**src/rtl/ascon_pl_stage_if.sv**
```systemverilog
// ascon_pl_stage_if: valid/ready stream carrying one 320-bit Ascon state plus a last tag
interface ascon_pl_stage_if;
  logic valid;
  logic ready;
  logic [319:0] state;
  logic last;
  modport master (output valid, state, last, input ready);
  modport slave (input valid, state, last, output ready);
endinterface

```
**src/rtl/ascon_pl_stage.sv**
```systemverilog
// ascon_pl_stage: registered Ascon pL linear-diffusion stage with valid/ready handshake
// Define ASCON_PL_SKID_EN for a skid register and a registered s.ready.
module ascon_pl_stage (
  input logic clk,
  input logic rst,
  ascon_pl_stage_if.slave s,
  ascon_pl_stage_if.master m
);
  function automatic logic [63:0] ror(input logic [63:0] x, input int n);
    return (x >> n) | (x << (64 - n));
  endfunction
  logic [63:0] x0, x1, x2, x3, x4;
  logic [319:0] d;
  logic valid_q, last_q, acc, dn;
  logic [319:0] state_q;
  assign {x0, x1, x2, x3, x4} = s.state;
  assign d = {x0 ^ ror(x0, 19) ^ ror(x0, 28),
              x1 ^ ror(x1, 61) ^ ror(x1, 39),
              x2 ^ ror(x2, 1)  ^ ror(x2, 6),
              x3 ^ ror(x3, 10) ^ ror(x3, 17),
              x4 ^ ror(x4, 7)  ^ ror(x4, 41)};
  assign acc = s.valid && s.ready;
  assign dn = valid_q && m.ready;
  assign m.valid = valid_q;
  assign m.state = state_q;
  assign m.last = last_q;
`ifdef ASCON_PL_SKID_EN
  logic sk_valid, sk_last;
  logic [319:0] sk_state;
  // Ready depends only on skid occupancy, never on m.ready.
  assign s.ready = !rst && !sk_valid;
  always_ff @(posedge clk) begin
    if (rst) begin
      valid_q <= 1'b0;
      state_q <= '0;
      last_q <= 1'b0;
      sk_valid <= 1'b0;
      sk_state <= '0;
      sk_last <= 1'b0;
    end else if (!valid_q || dn) begin
      if (sk_valid) begin
        valid_q <= 1'b1;
        state_q <= sk_state;
        last_q <= sk_last;
        sk_valid <= 1'b0;
      end else begin
        valid_q <= acc;
        if (acc) begin
          state_q <= d;
          last_q <= s.last;
        end
      end
    end else if (acc) begin
      sk_valid <= 1'b1;
      sk_state <= d;
      sk_last <= s.last;
    end
  end
`else
  assign s.ready = !rst && (!valid_q || m.ready);
  always_ff @(posedge clk) begin
    if (rst) begin
      valid_q <= 1'b0;
      state_q <= '0;
      last_q <= 1'b0;
    end else if (acc) begin
      valid_q <= 1'b1;
      state_q <= d;
      last_q <= s.last;
    end else if (dn) begin
      valid_q <= 1'b0;
    end
  end
`endif
endmodule
```
**src/flat_wrapper.sv**
```systemverilog
// flat-port wrapper written by rule: the top's interface ports become plain ports
module ascon_pl_stage_flat 
  (clk, rst, s_valid, s_state, s_last, s_ready, m_valid, m_state, m_last, m_ready);
  ascon_pl_stage_if s_i ();
  ascon_pl_stage_if m_i ();
  input logic clk;
  input logic rst;
  input wire logic [$bits(s_i.valid)-1:0] s_valid;
  input wire logic [$bits(s_i.state)-1:0] s_state;
  input wire logic [$bits(s_i.last)-1:0] s_last;
  output wire logic [$bits(s_i.ready)-1:0] s_ready;
  output wire logic [$bits(m_i.valid)-1:0] m_valid;
  output wire logic [$bits(m_i.state)-1:0] m_state;
  output wire logic [$bits(m_i.last)-1:0] m_last;
  input wire logic [$bits(m_i.ready)-1:0] m_ready;
  assign s_i.valid = s_valid;
  assign s_i.state = s_state;
  assign s_i.last = s_last;
  assign s_ready = s_i.ready;
  assign m_valid = m_i.valid;
  assign m_state = m_i.state;
  assign m_last = m_i.last;
  assign m_i.ready = m_ready;
  ascon_pl_stage u_core (.clk(clk), .rst(rst), .s(s_i), .m(m_i));
endmodule
```
**config.mk**
```make
export PLATFORM = sky130hd
export DESIGN_NAME = ascon_pl_stage_flat
export DESIGN_NICKNAME = d
export VERILOG_FILES = /design/src/rtl/ascon_pl_stage_if.sv /design/src/rtl/ascon_pl_stage.sv /design/src/flat_wrapper.sv
export SDC_FILE = /design/constraint.sdc
export NUM_CORES = 1
export LEC_CHECK = 0
export CORE_AREA = 2 2 249 251
export CTS_BUF_LIST = sky130_fd_sc_hd__clkbuf_4
export CTS_CLUSTER_SIZE = 14
export DETAILED_ROUTE_END_ITERATION = 10
export DIE_AREA = 0 0 251 253
export SLEW_MARGIN = 20
export SYNTH_ARGS = -nofsm -noshare
export SYNTH_HDL_FRONTEND = slang
export SYNTH_SLANG_ARGS = --single-unit
```
**constraint.sdc**
```tcl
create_clock -name clk -period 2.8 [get_ports clk]
set_input_delay 0.56 -clock clk [delete_from_list [all_inputs] [get_ports clk]]
set_output_delay 0.56 -clock clk [all_outputs]
set_load 0.02 [all_outputs]
```
* Word level (Yosys, flattened, before mapping)
Cells that the tools add are included.
Storage, ports and cells: flip-flop bits (word level) 322, input bits 325, logic and storage cells 32, output and inout bits 323
Cells by class: reductions and logical operators 7, mux-type cells 2, bitwise logic cells 20
Operators by type and width (count):
- $xor A64 B64 Y64 | 10
- $or A23 B64 Y64 | 1
- $or A25 B64 Y64 | 1
- $or A3 B64 Y64 | 1
- $or A36 B64 Y64 | 1
- $or A45 B64 Y64 | 1
- $or A47 B64 Y64 | 1
- $or A54 B64 Y64 | 1
- $or A57 B64 Y64 | 1
- $or A58 B64 Y64 | 1
- $or A63 B64 Y64 | 1
- $logic_and A1 B1 Y1 | 3
- $logic_not A1 Y1 | 2
- $mux W1 | 2
- $reduce_bool A2 Y1 | 1
- $logic_or A1 B1 Y1 | 1

* Longest topological paths before layout
word-level depth 5, depth in mapped cells 6, mapped depth without buffers 3

* Worst setup path before layout
OpenSTA, ideal clock, no wires.
path type input port to output port, start in rst, end out s_ready, path buffers 2, data required time 2.240 ns, arrival 1.131 ns, slack 1.109 ns, stages on the path 3, path through buf_6 clkbuf_1 nor2_1
On the way: cells in the longest elaborated chain, start to end 2
RTL lines:
- start, declared | line flat_wrapper.sv:7 | input logic rst;
- $logic_not A1 Y1 | line ascon_pl_stage.sv:60 | assign s.ready = !rst && (!valid_q || m.ready);
- $logic_and A1 B1 Y1 | line ascon_pl_stage.sv:60
- end, declared | line flat_wrapper.sv:11 | output wire logic [$bits(s_i.ready)-1:0] s_ready;
Every way passes these cells.

* Worst setup path in the final report
start reg u_core.valid_q (netlist: u_core.m.valid), end out s_ready
On the way: cells in the longest elaborated chain, start to end 3
RTL lines:
- start, declared | line ascon_pl_stage.sv:14 | logic valid_q, last_q, acc, dn;
- start signal, assigned | line ascon_pl_stage.sv:63 | valid_q <= 1'b0;
- start signal, assigned | line ascon_pl_stage.sv:67 | valid_q <= 1'b1;
- start signal, assigned | line ascon_pl_stage.sv:71 | valid_q <= 1'b0;
- $logic_not A1 Y1 | line ascon_pl_stage.sv:60
- $logic_or A1 B1 Y1 | line ascon_pl_stage.sv:60
- $logic_and A1 B1 Y1 | line ascon_pl_stage.sv:60
Every way passes these cells.

==> impl_metrics.csv <==
group,metric,value,unit
run_status,outcome,"finished clean",
finish,drive_gt1_share,6.813,%
sta,rsz0062_at_grt,"no",
place,pre_cts_slack,365.6,ps
global_route,track_usage,19.70,%
critical_path,r2r_slack,970,ps
sta,fin_setup_tns,0,ps
place,dp.cells,3065,
power_and_ir_drop,power.leakage,9.661,nW
power_and_ir_drop,ir_worst_vdd,0.2635,mV
global_route,grt_antenna_before_repair,11,
synthesis,ys_warn_count,0,
clock_tree,cts_made_buffers,98,
critical_path,path_class,"register to output pin",
global_route,grt_max_degree,208,
global_route,grt_busiest_layer,"met2",
routing,drtIter0Drc,584,
routing,drt_pass1_iterations,5,
finish,finalNetCount,2700,
die,num_rows,91,
sta,setup_viol,0,
sta,drv_slew,0,
critical_path,crit_arrival,2070,ps
critical_path,crit_fanout,3,
power_and_ir_drop,switching_share,32.38,%
sta,setup_slack,166.9,ps
clock_tree,post-cts-setup-buffers,0,
critical_path,rr_startpoint,"u_core.m.valid",
finish,layout_commonest_cell,"clkdlybuf4s50_1",
clock_tree,clkSinkCount,322,
power_and_ir_drop,pwr-share-seq,37.4,%
min_path,min_path_type,"input port to register",
clock_tree,path_clk_slew,60,ps
global_route,grt_use_met2,32.82,%
critical_path,r2r_cells,5,
power_and_ir_drop,power.density,553.8,nW/um^2
critical_path,r2r-end,"u_core.m.state[214]",
critical_path,end_kind,"output pin",
clock_tree,postCtsHoldBufs,0,
die,dieHeight,253,um
clock_tree,cts_tree,"yes",
synthesis,syn_nets,2006,
routing,wl_per_cell,20.09,um
synthesis,synth_area,18070,um^2
die,core-area,61030,um^2
clock_tree,h-tree-depth,3,
sta,clock_skew,50.85,ps
routing,viasPerCell,4.337,
place,io_buffers,647,
min_path,hold_depth,3,
die,io_pins,648,
finish,syn2layout_area_growth,44.95,%
routing,drt-total-wl,64.69,mm
sta,finalCriticalPeriod,2633,ps
die,die_x,251,um
clock_tree,clockBufferDepth,3,
power_and_ir_drop,p_clk_share,31.1,%
synthesis,ys_seq_area_share,35.66,%
run,cap_violations,0,
min_path,min_to,"u_core.m.state[56]",
sta,period_share,94.04,%
sta,worst_pin_slew,1005,ps
die,die_area,63500,um^2
sta,clock.fmax,379.8,MHz
place,dp_hpwl,50.65,mm
power_and_ir_drop,p_int,9.811,mW
finish,fin_cells,3220,
critical_path,cp.required,2240,ps
synthesis,yosysUniqueCellTypes,15,
die,start_util,29.62,%
routing,drc_errors,0,
synthesis,ys_ff_latch,322,
global_route,grtUsageMet3,7.103,%
place,gp_congestion,0.8876,
global_route,grt_pass1_vias,14990,
routing,vias,13960,
synthesis,syn_avg_cell_area,10.75,um^2
routing,detail-route-antenna-nets,0,
power_and_ir_drop,p_comb_share,31.5,%
finish,final_cell_mix,"clkdlybuf4s50_1, dfxtp_1",
min_path,min_from,"rst",
global_route,grt.overflow.total,0,
critical_path,start_kind,"register",
clock_tree,root_buffer,"clkbuf_4",
clock_tree,clk_latency,810,ps
clock_tree,ctsResizeCount,0,
global_route,grt_pass1_wl,94.54,mm
sta,timing_hold_violations_final,0,
power_and_ir_drop,p_sw,4.698,mW
sta,relSlewSlack,33.03,%
synthesis,netlist_instances,1681,
global_route,gr-usage-met1,22.31,%
==> layer usage <==
| layer | vias to the layer above | part of all wire [%] |
|---|---|---|
| met5 | - | 0.088 |
| met4 | 8 | 3.6 |
| met3 | 128 | 7.8 |
| met2 | 451 | 48 |
| met1 | 6553 | 41 |
| li1 | 6824 | - |
==> Yosys cell counts, drive strengths merged <==
library cell	n	share of area (%)
nand2b	320	11
nor3b	1	0.069
nor2	3	0.062
mux2i	320	18
xor2	320	16
clkbuf	35	0.73
mux2	1	0.062
nor2b	2	0.083
xnor2	320	16
dfxtp	322	36
buf	37	3.5
==> logic make-up (layout without fill, tap and decap cells) <==
kind of cell	Yosys count	after routing	share of synthesized area, %
buffers and inverters	72	813	4.250
DFF	322	322	35.66
and+or+nand+nor	326	326	11.29
other	0	8	0
muxes	321	321	17.78
xor gates and xnor gates	640	640	31.01
==> power by group through the flow <==
| stage | clock [mW] | sequential [mW] | combinational [mW] |
|---|---|---|---|
| 6_report | 4.51 | 5.43 | 4.57 |
| 5_1_grt | 4.95 | 5.49 | 4.85 |
| 4_1_cts | 4.74 | 5.43 | 4.63 |
| 3_5_place_dp | 0 | 5.52 | 4.60 |
| 3_3_place_gp | 0 | 5.51 | 4.57 |
| 2_1_floorplan | 0 | 6.13 | 1.72 |
==> how the worst max path moves through the flow <==
stage | endpoint | slack [ps] | start
4_1_cts | s_ready | 10 | u_core.m.valid
2_1_floorplan | s_ready | 1110 | rst
5_1_grt | s_ready | 8 | u_core.m.valid
6_report | s_ready | 170 | u_core.m.valid
3_5_place_dp | u_core.m.state[214] | 370 | m_ready
3_3_place_gp | s_ready | 330 | m_ready
==> area by class of cell <==
cell class	count	area [um^2]
repair buffers	666	6745
fillers	5997	34830
flip-flops and latches	322	6446
clock buffers	137	1028
diodes	8	20.02
multi-input cells	1287	10870
well taps	790	988.4
clock inverters	10	103.9
==> registers in the layout, indices dropped and copies added, names as in the netlist <==
signal and cells:
u_core.m.state 320, u_core.m.last 1, u_core.m.valid 1
==> worst max-delay path, stage by stage (launching register included) <==
cell and delay, ps:
dfxtp_1 360, nor2b_2 280, nor2_1 70, clkdlybuf4s50_1 550
==> metrics by stage <==
step           utilization, %  area [um^2]  hold slack (ps)  total power [mW]
2_1_floorplan               -        18070            546.0             7.852
3_3_place_gp            41.04        25050            457.8             10.08
3_5_place_dp            41.04        25050            460.3             10.12
4_1_cts                 42.90        26180            65.28             14.80
5_1_grt                 42.92        26200            136.4             15.30
6_report                42.93        26200            200.9             14.51
No activity file was read; power rests on OpenSTA's default activity.
